$ cat src/rtl/acc_ctrl.sv
// acc_ctrl -- sequencing controller for a hit-counting accumulator pass.
//
// A pass clears the external accumulator, then runs len_i lookup batches.
// Each batch issues one request to the lookup unit, waits for its hit
// vector, and lets the accumulator add it on the same edge. After the last
// batch the accumulator value is latched into result_o and done_o pulses.
// A lookup that never returns within TMO wait cycles abandons the pass and
// raises the sticky err_o. abort_i abandons any active pass silently.
//
// Ports
//   clk_i        clock, rising edge
//   rst_ni       asynchronous active-low reset
//   start_i      begin a pass (honoured in IDLE only)
//   len_i        number of lookup batches, sampled with start_i
//   abort_i      abandon the active pass
//   lu_req_o     lookup request, held until lu_ack_i
//   lu_ack_i     lookup unit accepted the request
//   hit_valid_i  lookup result valid this cycle
//   acc_en_o     accumulator add enable (follows hit_valid_i in WAIT)
//   acc_clear_o  accumulator synchronous clear
//   candidate_i  accumulator's registered count
//   busy_o       pass in progress
//   done_o       one-cycle completion pulse
//   result_o     count latched at pass completion
//   err_o        sticky lookup-timeout flag
module acc_ctrl #(
  parameter int LU_W   = 4,
  parameter int CAND_W = 8,
  parameter int LEN_W  = 8,
  parameter int TMO    = 255
) (
  input  logic              clk_i,
  input  logic              rst_ni,
  input  logic              start_i,
  input  logic [LEN_W-1:0]  len_i,
  input  logic              abort_i,
  output logic              lu_req_o,
  input  logic              lu_ack_i,
  input  logic              hit_valid_i,
  output logic              acc_en_o,
  output logic              acc_clear_o,
  input  logic [CAND_W-1:0] candidate_i,
  output logic              busy_o,
  output logic              done_o,
  output logic [CAND_W-1:0] result_o,
  output logic              err_o
);

  // The wait counter only ever needs to reach TMO-1: the cycle in which it
  // holds TMO-1 without a hit is the TMO-th waiting cycle, i.e. the timeout.
  localparam int WAIT_W = (TMO > 1) ? $clog2(TMO) : 1;
  localparam logic [WAIT_W-1:0] TMO_M1 = WAIT_W'(TMO - 1);

  if (LU_W < 1 || CAND_W < 1 || LEN_W < 1 || TMO < 1) begin : g_param_check
    $error("acc_ctrl: LU_W, CAND_W, LEN_W and TMO must all be at least 1");
  end

  typedef enum logic [2:0] {
    S_IDLE,
    S_CLEAR,
    S_ISSUE,
    S_WAIT,
    S_DRAIN,
    S_DONE
  } state_t;

  state_t             state_q, state_d;
  logic [LEN_W-1:0]   rem_q, rem_d;
  logic [WAIT_W-1:0]  wait_q, wait_d;
  logic [CAND_W-1:0]  result_q, result_d;
  logic               err_q, err_d;

  always_ff @(posedge clk_i or negedge rst_ni) begin
    if (!rst_ni) begin
      state_q  <= S_IDLE;
      rem_q    <= '0;
      wait_q   <= '0;
      result_q <= '0;
      err_q    <= 1'b0;
    end else begin
      state_q  <= state_d;
      rem_q    <= rem_d;
      wait_q   <= wait_d;
      result_q <= result_d;
      err_q    <= err_d;
    end
  end

  always_comb begin
    state_d     = state_q;
    rem_d       = rem_q;
    wait_d      = wait_q;
    result_d    = result_q;
    err_d       = err_q;
    lu_req_o    = 1'b0;
    acc_en_o    = 1'b0;
    acc_clear_o = 1'b0;
    done_o      = 1'b0;

    // Abort outranks every other event of the cycle: no add, no handshake,
    // no timeout flag, no result update, and all strobes stay low.
    if (abort_i && (state_q != S_IDLE)) begin
      state_d = S_IDLE;
    end else begin
      unique case (state_q)
        S_IDLE: begin
          if (start_i) begin
            rem_d = len_i;
            err_d = 1'b0;
            if (len_i == '0) begin
              // Empty pass: nothing to count, report zero straight away.
              result_d = '0;
              state_d  = S_DONE;
            end else begin
              state_d = S_CLEAR;
            end
          end
        end
        S_CLEAR: begin
          acc_clear_o = 1'b1;
          state_d     = S_ISSUE;
        end
        S_ISSUE: begin
          lu_req_o = 1'b1;
          if (lu_ack_i) begin
            wait_d  = '0;
            state_d = S_WAIT;
          end
        end
        S_WAIT: begin
          if (hit_valid_i) begin
            // Accumulator adds on this same edge.
            acc_en_o = 1'b1;
            rem_d    = rem_q - 1'b1;
            state_d  = (rem_q == LEN_W'(1)) ? S_DRAIN : S_ISSUE;
          end else if (wait_q == TMO_M1) begin
            err_d   = 1'b1;
            state_d = S_IDLE;
          end else begin
            wait_d = wait_q + 1'b1;
          end
        end
        S_DRAIN: begin
          // candidate_i now includes the last add.
          result_d = candidate_i;
          state_d  = S_DONE;
        end
        S_DONE: begin
          done_o  = 1'b1;
          state_d = S_IDLE;
        end
        default: begin
          state_d = S_IDLE;
        end
      endcase
    end
  end

  assign busy_o   = (state_q != S_IDLE);
  assign result_o = result_q;
  assign err_o    = err_q;

endmodule

$ cat config.mk
export PLATFORM = sky130hd
export DESIGN_NAME = acc_ctrl
export DESIGN_NICKNAME = d
export VERILOG_FILES = /design/src/rtl/acc_ctrl.sv
export SDC_FILE = /design/constraint.sdc
export NUM_CORES = 1
export LEC_CHECK = 0
export CORE_UTILIZATION = 30
export CTS_CLUSTER_DIAMETER = 80
export CTS_CLUSTER_SIZE = 25
export DETAILED_ROUTE_END_ITERATION = 8
export PLACE_DENSITY = 0.6
export SLEW_MARGIN = 5
export SYNTH_ARGS = -nofsm -noshare
export SYNTH_HDL_FRONTEND = slang
export SYNTH_SLANG_ARGS = --single-unit
$ cat constraint.sdc
create_clock -name clk_i -period 2.5 [get_ports clk_i]
set_clock_uncertainty 0.15 [all_clocks]
set_input_delay 0.5 -clock clk_i [delete_from_list [all_inputs] [get_ports clk_i]]
set_output_delay 0.5 -clock clk_i [all_outputs]
set_load 0.01 [all_outputs]
==> metrics.txt, run 1 <==
post-synthesis cell type count=46; power share of the combinational group=38.1%; Ys Warns=0; asr flop ratio synth=between 90% and 100%; multi-input combinational cell area=873 sq um; CTS tree=built; Power Density=776 nW/um^2; startpoint type of the worst setup path=register; final setup violation count=0; met2 routed WL=around 1700 um; vias per cell=5.00; # rows=26; Place WS=-145 ps; share of layout cells above drive strength 1=12.2%; diode count=0; Crit path max-delay family=flip-flops; Worst R2R Setup Slack=490 ps; critical register-to-register path startpoint=wait_q[0]; drt wl/cell=~13 um; XOR/XNOR Fraction of Synth Area=3.21%; fin nets=248; fraction of power spent switching nets=37.1%; met1 wire length=1910 um; I/O pin cnt=36; Critical Path AT=1630 ps; residual DRC count=0; final instance area=2210 sq um; metal3 WL=186 um; Clock Power Share=around a fifth; DR top layer=met4; Post-DP Area=2120 sq um; status=finished clean; GR Overflow Total=0; area leader, netlist=dfrtp_1; Final ANT Viol Nets=0; fillers=479; RSZ-0062 raised after global routing=no; Hold Fails Final Rpt=0; clk sinks=28; Post-Synth Simple-Gate Area=23.9%; Internal Power=around 1.1 mW; critical path depth=4; sequential fraction of the synthesis area=between 40% and 50%; post-layout util=42.7%; chip width=around 76 um; Tot Pwr=1.71 mW; antenna violations before repair=0; Max-Cap Viols=0; dpl cells=286; Initial Util=between 30% and 40%; post-synth top area share=42.8%; hold slack=355 ps; Die Area=5750 sq um; Max FO, Critical Path=5; drt first pass iters=4; Critical Path Slowest Stage Cell=dfrtp_1; Pins Over Slew Limit=0; beginning of the worst hold path=result_o[2]; Non-Filler Instances=291; IR drop worst, VDD=approximately 290 uV; Worst Max-Slew Pin Slew=about 680 ps; Die H=~76 um; syn nets=204; number of synthesized flops with an enable pin=0; reg-to-reg critical path endpoint=state_q[1]; TritonCTS buffer count=3; R2R cell count=7; clk slew on worst S/H paths=~100 ps; main combinational cell family by area after synthesis=simple AND/OR/NAND/NOR gates; Fin Setup TNS=0 ps; Psw=0.635 mW; crit end category=output port; clock root buffer=clkbuf_8; fmax=438 MHz; starting DRC count in detailed routing=60; Vias=about 1500; CP endpoint=acc_en_o; area grow syn2layout=35.1%; Worst Setup SP=state_q[1]; Req. time, crit path=1850 ps; register area=702 sq um; post-synthesis mux area share=0%; Sequential Power Share=40.7%; min cycle time layout=2280 ps; Buf/Inv on CP=1; hpwl dp=2820 um; slowest stage delay, CP=480 ps; clock tree buffer depth=2; post-synthesis cell count=178; Slew headroom=54.5%; Top FF cell, synth=dfrtp_1; syn_area_per_cell=9.19 sq um; Worst Slack Setup Final=215 ps; vias in the first global route=roughly 1300; clock latency on the worst-skew pair=roughly 280 ps; all-layer global routing usage=around 14%; hold-fix buffers at CTS=0; I/O Buffers=35; Compound-Gate Fraction of Synth Area=22.9%; largest net degree at the start of global routing=29; Yosys reg bits=28; Synth area leaders=dfrtp_1, a21oi_1, nor2_1; LEAKAGE=0.949 nW; Routed WL=3850 um; RD Place Congestion=~0.84; Hold WC Path Type=reg -> reg; Core ar.=5170 sq um; Setup CP Type=reg -> out; Adder-Cell Fraction of Synth Area=3.06%; crit-path cells=nand2_1, or2_1, a211oi_1, dlygate4sd2_1; first-pass GRT wire length=6160 um; period utilisation layout=91.4%; Synth Cell Area=roughly 1600 sq um; H-tree levels=1
[per-layer routing]
| metal | global-route usage (%) | up-vias |
|---|---|---|
| met2 | 21.4 | 42 |
| met1 | 20.5 | 668 |
| met3 | 2.12 | 7 |
| met4 | 6.17 | 0 |
| met5 | 0 | - |
| li1 | - | 738 |
[repair_timing]
item / 4_1_cts / 5_1_grt
setup buffers: 0 / 1
cloned: 0 / 0
resized for setup: 5 / 2
setup endpoints to repair: 4 / 2
[state kept, by name, indices dropped and copies added (netlist names)]
signal / flops
err_o: 1
rem_q: 8
result_o: 8
state_q: 3
wait_q: 8
[cell families (layout without fill, tap and decap cells)]
logic type / Yosys count / after routing
AO/OA/AOI/OAI: 56 / 56
XOR/XNOR: 6 / 6
adder cells (fa/ha/maj): 4 / 4
buffers and inverters: 16 / 59
flip-flops: 28 / 28
AND/OR/NAND/NOR: 68 / 68
[area by class of cell]
class                   instances  area share [%]
inverters                       7            1.19
clock buffers                   3            1.87
flip-flops and latches         28            31.8
repair buffers                 48            20.3
well taps                      70            3.96
clock inverters                 1            1.36
multi-input cells             134            39.5
[worst min path at each step]
stage | endpoint | slack [ps] | cells past startpoint
finish | result_o[2] | 360 | 1
global route | result_o[2] | 380 | 1
CTS | result_o[7] | 360 | 1
detailed placement | result_o[0] | 330 | 1
global placement | result_o[0] | 330 | 1
floorplan | err_o | 50 | 0
[power groups by stage]
stage	clock [mW]	sequential (mW)	combinational, mW
after floorplan	0	0.668	0.446
after global placement	0	0.699	0.649
after detailed placement	0	0.697	0.657
after CTS	0.376	0.693	0.659
after global routing	0.392	0.719	0.736
final	0.363	0.698	0.653
[cells in the mapped netlist (all sizes together), types with 2 or more instances]
cell	instances
ha	4
clkbuf	5
a31oi	2
nor2	22
inv	7
dfrtp	28
xnor2	6
nand4	4
nor4b	2
o21ai	11
or3	2
a22o	8
nand2	10
buf	4
a21oi	20
or4	4
nand3	5
o22ai	3
a211oi	2
nor3	7
nand2b	4
nor3b	2
[layout by cell type (no fill, tap or decap), types with 4 or more instances in the layout]
| cell | n |
|---|---|
| clkdlybuf4s50_1 | 30 |
| a22o_1 | 8 |
| nand3_1 | 5 |
| nor2_1 | 22 |
| buf_4 | 13 |
| inv_1 | 6 |
| nand2_1 | 10 |
| nand4_1 | 4 |
| ha_1 | 4 |
| dfrtp_1 | 27 |
| a21oi_1 | 20 |
| o21ai_1 | 4 |
| nor3_1 | 5 |
| xnor2_1 | 6 |
| nand2b_1 | 4 |
| o21ai_0 | 7 |
(Power assumes the default switching activity.)
==> inputs of run 2 (changes only) <==
- CORE_MARGIN: unset -> 5
- TNS_END_PERCENT: unset -> 20
==> run 2 against run 1 <==
Compared with the run above: die area increased by 22%; count of clock-buffer cells in the layout unchanged; global-route usage decreased by 2.7 points; non-clock buffer count decreased by 2; sequential share of layout area increased by 0.20 points; routed wire length increased by 1.7%; worst hold slack improved by 2.5 ps; via count increased by 0.48%; sequential power increased by 2%; flip-flop and latch count unchanged; design area decreased by 0.45%; maximum frequency decreased by 2.8%; highest routed layer unchanged.
==> metrics.txt, run 2 (synthesis results as in run 1) <==
min cycle time layout=2350 ps; Internal Power=1.08 mW; diode count=0; Vias=1462; CTS tree=built; chip width=83.8 um; starting DRC count in detailed routing=91; Psw=0.632 mW; vias in the first global route=1450; Crit path max-delay family=buffers and inverters; Worst Slack Setup Final=about 150 ps; Routed WL=3920 um; clk slew on worst S/H paths=100 ps; final setup violation count=0; I/O Buffers=35; clock root buffer=clkbuf_8; share of layout cells above drive strength 1=between 10% and 20%; postcts setup bufs=0; clock latency on the worst-skew pair=280 ps; commonest cells after routing, fill and taps aside=clkdlybuf4s50_1, dfrtp_1, nor2_1; status=finished clean; period utilisation layout=94.0%; first-pass GRT wire length=6920 um; # rows=26; Max-Cap Viols=0; Die Area=7030 sq um; crit end category=register; Initial Util=a little under a third; crit-path cells=clkdlybuf4s50_1, buf_4, nand2b_1, nor3_2, a31oi_1, a22o_1; TritonCTS buffer count=3; Sequential Power Share=41.5%; Place WS=-123 ps; Hold Fails Final Rpt=0; area grow syn2layout=34.5%; slowest stage delay, CP=500 ps; hpwl dp=slightly below 3000 um; residual DRC count=0; fin nets=246; Buf/Inv on CP=2; GR Overflow Total=0; clk sinks=28; Max FO, Critical Path=9; Tot Pwr=1.71 mW; I/O pin cnt=36; Critical Path Slowest Stage Cell=clkdlybuf4s50_1; RD Place Congestion=around 0.8; largest net degree at the start of global routing=29; Slew headroom=53.6%; post-cts sizing count=6; Core ar.=around 5200 sq um; Final ANT Viol Nets=0; fmax=426 MHz; Worst Max-Slew Pin Slew=about 700 ps; LEAKAGE=0.923 nW; Power Density=778 nW/um^2; IR drop worst, VDD=around 330 uV; most common cell after layout, fill and taps aside=clkdlybuf4s50_1; vias per cell=5.06; Critical Path AT=roughly 2400 ps; all-layer global routing usage=between 10% and 20%; Clock Power Share=21.0%; power share of the combinational group=37.4%; startpoint type of the worst setup path=primary input; Setup CP Type=in -> reg; drt first pass iters=4; antenna violations before repair=0; Pins Over Slew Limit=0; Die H=83.8 um; drt wl/cell=13.5 um; fraction of power spent switching nets=around 37%; hold-fix buffers at CTS=0; clock tree buffer depth=2; H-tree levels=1; Hold WC Path Type=reg -> reg; Req. time, crit path=2520 ps; Fin Setup TNS=0 ps
## run 2: metrics by stage
step / utilization, % / cells / instance area [sq um] / hold slack [ps]
finish: 42.3 / 289 / 2200 / 358
global route: 42.3 / 289 / 2200 / 372
CTS: 42.1 / 289 / 2190 / 363
detailed placement: 40.6 / 285 / 2110 / 331
global placement: 40.6 / 285 / 2110 / 335
floorplan: - / 178 / 1640 / 54.4
## run 2: cell type report
class	instances	area (sq um)
fill	520	3010
clock inverter	1	30.0
multi-input combinational	134	880
clock buffer	3	41.3
sequential	28	703
timing repair buffer	46	432
tap	70	87.6
inverter	7	26.3
## run 2: worst paths after layout
check	start	endpoint	slack (ps)	depth (start not counted)
setup / recovery	abort_i	result_o[4]	150	6
max in group asynchronous	rst_ni	state_q[1]	1470	2
setup reg to reg	wait_q[0]	state_q[1]	540	7
hold reg to reg	result_o[7]	result_o[7]	360	1
hold / removal	result_o[7]	result_o[7]	360	1
min in group asynchronous	rst_ni	rem_q[4]	440	2
## run 2: worst register-to-register path: stages, from the launching register on
cell and delay [ps]:
dfrtp_1 430, inv_1 110, ha_1 160, nand3_1 100
nor2_1 200, o32ai_1 140, or4_1 500, o311ai_1 90
## run 2: power by group through the flow
stage	Sequential (mW)	Combinational (mW)	Clock, mW
6_report	0.711	0.641	0.360
5_1_grt	0.738	0.726	0.394
4_1_cts	0.710	0.648	0.374
3_5_place_dp	0.711	0.645	0
3_3_place_gp	0.711	0.639	0
2_1_floorplan	0.668	0.446	0
## run 2: layer usage
metal	share of wire (%)	GRT usage [%]	wire [um]
met1	49	16.8	1900
met4	1.3	3.51	51
met5	0	0	0
met2	46	17.6	1780
met3	4.5	2.27	178
==> inputs of run 3 (changes only) <==
- CORE_ASPECT_RATIO: unset -> 0.5
- CORE_MARGIN: 5 -> 3
==> run 3 against run 2 <==
Compared with the run above: first-iteration DRC count decreased by 23%; critical endpoint is now acc_en_o; highest routed layer unchanged; count of clock-buffer cells in the layout unchanged; worst setup slack improved by 110 ps; worst hold slack got worse by 3.7 ps; cell count increased by 0.69%; routed wire length about the same.
==> metrics.txt, run 3 (synthesis results as in run 1) <==
final setup violation count=0; Slew headroom=53.9%; Setup CP Type=reg -> out; critical register-to-register path startpoint=wait_q[0]; I/O Buffers=35; Power Density=773 nW/um^2; most common cell after layout, fill and taps aside=clkdlybuf4s50_1; power share of the combinational group=37.7%; Hold EP=result_o[7]; Clock Power Share=roughly a fifth; post-cts sizing count=5; Worst R2R Setup Slack=roughly 500 ps; Die H=roughly 58 um; Crit path max-delay family=flip-flops; commonest cells after routing, fill and taps aside=clkdlybuf4s50_1, dfrtp_1, nor2_1; postcts setup bufs=0; R2R cell count=7; Worst Max-Slew Pin Slew=~690 ps; first-pass GRT wire length=between 6000 and 7000 um; antenna violations before repair=0; Initial Util=between 30% and 40%; area grow syn2layout=35.4%; fin nets=248; hold-fix buffers at CTS=0; Max-Cap Viols=0; drt first pass iters=4; Vias=1486; Internal Power=1.08 mW; min cycle time layout=2240 ps; CTS tree=built; vias per cell=5.11; clock root buffer=clkbuf_8; # rows=18; drt wl/cell=roughly 13 um; TritonCTS buffer count=3; Tot Pwr=1.71 mW; I/O pin cnt=36; Core ar.=5090 sq um; crit-path cells=nand2_1, or2_1, a211oi_1, dlygate4sd2_1; clock latency on the worst-skew pair=280 ps; Sequential Power Share=between 40% and 50%; Psw=0.629 mW; all-layer global routing usage=12.5%; hpwl dp=2960 um; beginning of the worst hold path=result_o[7]; chip width=approximately 110 um; Die Area=6430 sq um; Hold Fails Final Rpt=0; RSZ-0062 raised after global routing=no; Req. time, crit path=around 1900 ps; clock tree buffer depth=2; status=finished clean; residual DRC count=0; crit end category=output port; Fin Setup TNS=0 ps; fraction of power spent switching nets=between 30 and 40%; diode count=0; share of layout cells above drive strength 1=12.7%; startpoint type of the worst setup path=register; Buf/Inv on CP=1; GR Overflow Total=0; LEAKAGE=0.960 nW; Critical Path Slowest Stage Cell=dfrtp_2; Worst Setup SP=state_q[0]; RD Place Congestion=0.759; slowest stage delay, CP=approximately 470 ps; Final ANT Viol Nets=0; Routed WL=about 3900 um; Critical Path AT=1590 ps; largest net degree at the start of global routing=29; clk slew on worst S/H paths=100 ps; final instance area=2210 sq um; starting DRC count in detailed routing=70; Hold WC Path Type=reg -> reg; fmax=between 400 and 500 MHz; post-layout util=~44%; IR drop worst, VDD=293 uV; vias in the first global route=1396; H-tree levels=1; hold slack=354 ps; reg-to-reg critical path endpoint=state_q[1]; Post-DP Area=2130 sq um; period utilisation layout=89.7%; Pins Over Slew Limit=0; Max FO, Critical Path=8; clk sinks=28; Hold Crit Depth=1
## run 3: cell types whose count changed in the layout (fill, tap and decap cells not counted), sizes merged
cell           previous run  this run
dlymetal6s2s              1         3
buf                      11        13
clkdlybuf4s50            31        30
dlygate4sd2               3         2
## run 3: metrics by stage
stage / cells / setup WS [ps]
floorplan: 178 / 492
global placement: 287 / -43.9
detailed placement: 287 / -44.5
CTS: 291 / 58.0
global route: 291 / 100
finish: 291 / 257
## run 3: worst reg2reg max path: stages, from the launching register on
cell and delay (ps):
dfrtp_1 430, inv_1 110, ha_1 150, nand3_1 100
nor2_1 260, o32ai_1 140, or4_1 490, o311ai_1 90
## run 3: area by class of cell
type	instances	area, sq um
Tap cell	70	87.6
Fill cell	502	2880
Sequential cell	28	703
Clock buffer	3	41.3
Inverter	7	26.3
Timing Repair Buffer	48	453
Multi-Input combinational cell	134	873
Clock inverter	1	30.0
## run 3: per-layer routing
metal,global-route usage (%),vias up,part of all wire (%),wire [um]
met5,0,-,0,0
met1,16.6,719,47,1850
li1,-,739,-,-
met4,2.63,0,0.69,27
met3,2.40,2,3.2,126
met2,21.6,26,49,1910
## run 3: how the worst max path moves through the flow
stage / end / slack (ps) / cells after the start
5_1_grt: acc_en_o / 100 / 4
4_1_cts: done_o / 60 / 3
6_report: acc_en_o / 260 / 4
2_1_floorplan: acc_en_o / 490 / 5
3_3_place_gp: lu_req_o / -40 / 5
3_5_place_dp: lu_req_o / -40 / 5
## run 3: power groups by stage
stage          Clock (mW)  Sequential (mW)  Combinational [mW]
2_1_floorplan           0            0.668               0.446
3_3_place_gp            0            0.704               0.639
3_5_place_dp            0            0.706               0.648
4_1_cts             0.373            0.705               0.652
5_1_grt             0.389            0.728               0.735
6_report            0.361            0.705               0.646
